### src/rtl/rr_arb4_pkg.sv
// rtl/rr_arb4_pkg.sv - state encoding and round-robin winner selection for rr_arb4_dec
package rr_arb4_pkg;

  localparam logic IDLE  = 1'b0;
  localparam logic GRANT = 1'b1;
  localparam int   NREQ  = 4;

  // Search last+1, last+2, last+3, last (mod 4); the caller guarantees req != 0.
  function automatic logic [1:0] next_rr(input logic [NREQ-1:0] req, input logic [1:0] last);
    logic [1:0] pick;
    logic [1:0] cand;
    logic       found;
    pick  = last;
    found = 1'b0;
    for (int i = 1; i <= NREQ; i++) begin
      cand = last + 2'(i);
      if (!found && req[cand]) begin
        pick  = cand;
        found = 1'b1;
      end
    end
    return pick;
  endfunction

endpackage

### src/rtl/dec2to4_n.sv
// rtl/dec2to4_n.sv - 2-to-4 decoder with active-low enable and active-low outputs
module dec2to4_n (
  input  logic       en_n,
  input  logic [1:0] sel,
  output logic [3:0] y_n
);

  assign y_n = en_n ? 4'b1111 : ~(4'b0001 << sel);

endmodule

### src/rtl/rr_arb4_dec.sv
// rtl/rr_arb4_dec.sv - four-way round-robin arbiter with bounded hold and decoder-style grant
module rr_arb4_dec #(
  parameter int MAX_HOLD = 8,
  parameter int HCW      = 8
) (
  input  logic       CLK,
  input  logic       RESET,
  input  logic       EN_L,
  input  logic [3:0] REQ,
  output logic [3:0] GNT_L,
  output logic [1:0] GIDX,
  output logic       VALID
);
  import rr_arb4_pkg::*;

  localparam logic [HCW-1:0] HOLD_TOP = HCW'(MAX_HOLD - 1);

  logic           state;
  logic           state_nxt;
  logic [1:0]     last;
  logic [1:0]     last_nxt;
  logic [1:0]     gidx_nxt;
  logic [HCW-1:0] hold;
  logic [HCW-1:0] hold_nxt;
  logic [3:0]     others;
  logic [3:0]     gnt_nxt;

  assign others = REQ & ~(4'b0001 << GIDX);

  // Every release goes through IDLE, which gives break-before-make between owners.
  always_comb begin
    state_nxt = state;
    last_nxt  = last;
    gidx_nxt  = GIDX;
    hold_nxt  = hold;
    if (state == IDLE) begin
      if (!EN_L && REQ != 4'b0000) begin
        state_nxt = GRANT;
        gidx_nxt  = next_rr(REQ, last);
        hold_nxt  = '0;
      end
    end else if (EN_L || !REQ[GIDX] || (hold == HOLD_TOP && others != 4'b0000)) begin
      state_nxt = IDLE;
      last_nxt  = GIDX;
    end else if (hold != HOLD_TOP) begin
      hold_nxt = hold + HCW'(1);
    end
  end

  dec2to4_n u_dec (
    .en_n (state_nxt != GRANT),
    .sel  (gidx_nxt),
    .y_n  (gnt_nxt)
  );

  always_ff @(posedge CLK) begin
    if (RESET) begin
      state <= IDLE;
      last  <= 2'd3;
      hold  <= '0;
      GIDX  <= 2'd0;
      GNT_L <= 4'b1111;
      VALID <= 1'b0;
    end else begin
      state <= state_nxt;
      last  <= last_nxt;
      hold  <= hold_nxt;
      GIDX  <= gidx_nxt;
      GNT_L <= gnt_nxt;
      VALID <= (state_nxt == GRANT);
    end
  end

endmodule

### config.mk
export PLATFORM = sky130hd
export DESIGN_NAME = rr_arb4_dec
export DESIGN_NICKNAME = d
export VERILOG_FILES = /design/src/rtl/rr_arb4_pkg.sv /design/src/rtl/dec2to4_n.sv /design/src/rtl/rr_arb4_dec.sv
export SDC_FILE = /design/constraint.sdc
export NUM_CORES = 1
export LEC_CHECK = 0
export CORE_UTILIZATION = 47
export CTS_BUF_LIST = sky130_fd_sc_hd__clkbuf_16
export DETAILED_ROUTE_END_ITERATION = 10
export GPL_TIMING_DRIVEN = 0
export PLACE_DENSITY_LB_ADDON = 0.05
export SLEW_MARGIN = 10
export SYNTH_ARGS = -nofsm -noshare
export SYNTH_HDL_FRONTEND = slang
export SYNTH_SLANG_ARGS = --single-unit
### constraint.sdc
create_clock -name CLK -period 1.8 [get_ports CLK]
set_input_delay 0.18 -clock CLK [delete_from_list [all_inputs] [get_ports CLK]]
set_output_delay 0.18 -clock CLK [all_outputs]
set_load 0.03 [all_outputs]
==> summary.md, run 1 <==
| Metric | Value |
|---|---|
| Status | `finished clean` |
| DR pass1 iterations | `4` |
| Leading area contributor after synthesis | `dfxtp_1` |
| Syn nets | `about 120` |
| EDFF count, synth | `0` |
| Avg WL per Cell | `about 15 um` |
| WP data required | `slightly below 2000 ps` |
| Most common cell in the synthesized netlist | `dfxtp_1` |
| TritonCTS clock tree | `yes` |
| DRC Markers | `0` |
| Tcrit/Tclk final | `97.9%` |
| Maximum vdd drop | `566 uV` |
| Adder-Cell Fraction of Synth Area | `roughly 1.3%` |
| Hold/Removal Path Class | `primary input to flop` |
| Fmax | `~0.57 GHz` |
| #FFs+latches synth | `17` |
| Post-synthesis simple-gate area fraction | `25.3%` |
| Hold path startpoint | `RESET` |
| Clk Latency, worst-skew pair | `approximately 250 ps` |
| Post-synthesis mux area share | `5.26%` |
| Ys async rst share | `0%` |
| Std cell rows | `16` |
| Die Y | `48.1 um` |
| Initial antenna violation count | `0` |
| First-pass GRT wire length | `approximately 3500 um` |
| CTS Buffer Depth | `2` |
| Compound-gate portion of the synthesized area | `28.9%` |
| Mean area per synthesized cell | `8.61 sq um` |
| Hold path depth | `2` |
| Routability Congestion | `between 0.8 and 0.9` |
| Register area share after synthesis | `34.1%` |
| Max-slew violation count | `0` |
| PwrDens | `822 nW/um^2` |
| Core footprint | `between 1500 and 2000 sq um` |
| I/O pin count | `14` |
| Reported max-cap violation count | `0` |
| Worst r2r path cells | `4` |
| Final core occ | `64.8%` |
| Reg2Reg Capture Point | `last[0]$_SDFFE_PP1P_` |
| Final Non-Filler Cells | `158` |
| Post-Syn Area | `998 sq um` |
| Die Width | `48.1 um` |
| Leak | `between 0.4 and 0.5 nW` |
| Post-Synth XOR/XNOR Area | `0.877%` |
| CP startpoint kind | `flop` |
| Hold path endpoint | `state$_SDFF_PP0_` |
| Top cells by area, synth | `dfxtp_1 34%, o211ai_1 4.5%, or4_1 3.8%, a21oi_1 3.5%, nor3_1 3.5%` |
| Antenna Nets Post-Route | `0` |
| Ys flop type | `dfxtp_1` |
| Top cell type's share of synthesized area | `34.1%` |
| Reg2Reg Setup Slack | `40 ps` |
| Kind of critical path | `flop to flop` |
| Total CTS buffers | `3` |
| Vias per inst | `approximately 6.1` |
| Share of cells above drive strength 1 | `15.3%` |
| Largest family of logic cells by synthesized area | `compound AO/OA/AOI/OAI gates` |
| CP arrival | `about 1900 ps` |
| Hold Vio Cnt, Final | `0` |
| RSZ-0062 raised after global routing | `yes` |
| Setup WS pre-CTS | `-404 ps` |
| CTS Sinks | `17` |
| Gr usage total | `22.1%` |
| Number of global-route vias before repair | `820` |
| Fill cells | `178` |
| Finish-stage setup viols | `0` |
| Syn Inst Count | `116` |
| Die area | `2310 sq um` |
| Setup ws final | `37.3 ps` |
| Vias | `968` |
| Maximum fanout along the worst path | `7` |
| DP Wirelength | `roughly 1600 um` |
| N_diodes | `0` |
| Root Driver | `clkbuf_16` |
| Area grow syn2layout | `28.7%` |
| Crit path capture type | `flop` |
| WL final | `2330 um` |
| Clock skew | `1.66 ps` |
| IO buf count | `11` |
| Worst reg2reg startpoint | `GIDX[0]$_SDFF_PP0_` |
| Post-synth top cells | `17 x dfxtp_1, 9 x nand2_1, 7 x a21oi_1, 7 x nor3_1, 6 x o211ai_1` |
| Pin count of the biggest net entering global routing | `12` |
| Yosys warning count | `0` |
| Final net count | `140` |
| H-tree levels | `1` |
| Placed cell count | `roughly 150` |
| Initial drt markers | `34` |
| Initial Util | `50.4%` |
| Yosys cell types | `a little over 40` |
| Slew HR | `60.6%` |
| GRT overflow | `0` |
| Clock slew at reported path FFs | `approximately 50 ps` |
| Worst Tran Pin Value | `588 ps` |
| Crit path time final | `1760 ps` |
-- final cells by class --
| type | instances | area, sq um | area share [%] |
|---|---|---|---|
| sequential | 17 | 342 | 26.6 |
| buffer | 4 | 26.3 | 2.04 |
| multi-input combinational | 90 | 668 | 52.0 |
| timing repair buffer | 12 | 118 | 9.15 |
| clock buffer | 3 | 75.1 | 5.84 |
| inverter | 4 | 15.0 | 1.17 |
| clock inverter | 1 | 7.51 | 0.584 |
| tap | 27 | 33.8 | 2.63 |
-- sequential cells by signal, summed over array words and instances (netlist names) --
register and count:
GIDX 2, last 2, hold 8, state 1
GNT_L 4
-- metal layers --
layer / track usage [%] / share of wire, % / up-vias
met5: 0 / 0 / -
met1: 27.9 / 46 / 456
met4: 9.44 / 1.5 / 0
met2: 36.8 / 48 / 21
met3: 4.44 / 4.5 / 5
li1: - / - / 486
-- kinds of logic after synthesis --
group,after synthesis
AND/OR/NAND/NOR,44
AO/OA/AOI/OAI,40
flip-flops,17
buffers and inverters,9
multiplexers,4
XOR/XNOR,1
adder cells (fa/ha/maj),1
-- what timing repair did --
action	CTS	global route
setup endpoints to repair	9	13
hold buffers	0	0
pin swaps	0	1
setup buffers	0	1
resized for setup	6	9
-- worst max-delay path, stage by stage, from the launching register on --
cell	delay [ps]
dfxtp_2	350
or4_4	550
o211a_4	280
a2111oi_2	350
nor3_1	100
-- cells in the final DEF, fill, tap and decap left out, drive strengths merged, types with 3 or more instances in the layout --
cell type / instances
o31ai: 4
nor2: 3
or4: 6
nand2: 9
clkdlybuf4s50: 8
a211oi: 3
and2: 3
buf: 3
nand2b: 4
o21ai: 5
o211ai: 6
mux2i: 3
clkbuf: 5
dfxtp: 17
nor3: 7
a21oi: 7
inv: 4
-- worst max path at each step --
stage | startpoint | end
finish | GIDX[0]$_SDFF_PP0_ | last[0]$_SDFFE_PP1P_
global route | GIDX[0]$_SDFF_PP0_ | last[0]$_SDFFE_PP1P_
CTS | GIDX[0]$_SDFF_PP0_ | last[1]$_SDFFE_PP1P_
detailed placement | REQ[1] | last[1]$_SDFFE_PP1P_
global placement | REQ[1] | last[1]$_SDFFE_PP1P_
floorplan | GIDX[0]$_SDFF_PP0_ | last[0]$_SDFFE_PP1P_
-- metrics by stage --
stage,hold WS [ps],instance area (sq um),power (mW),setup TNS (ps)
finish,419,1280,1.06,0
floorplan,425,1000,0.536,0
detailed placement,479,1140,0.598,-3890
global placement,466,1140,0.595,-3370
CTS,368,1230,1.05,-34.5
global route,448,1280,1.09,-15.0
-- where the power goes --
group / switching, mW / leakage [nW] / internal (mW)
clock network: 0.150 / 0.0371 / 0.300
registers: 0.0198 / 0.139 / 0.394
logic: 0.111 / 0.264 / 0.0811
(Power assumes the default switching activity.)
==> inputs of run 2 (changes only) <==
CTS_CLUSTER_SIZE = 10   (was not set)
HOLD_SLACK_MARGIN = 0.08   (was not set)
TNS_END_PERCENT = 50   (was not set)
==> results of run 2 <==
Same layout as run 1: the final DEF is identical, and so are final timing and power.
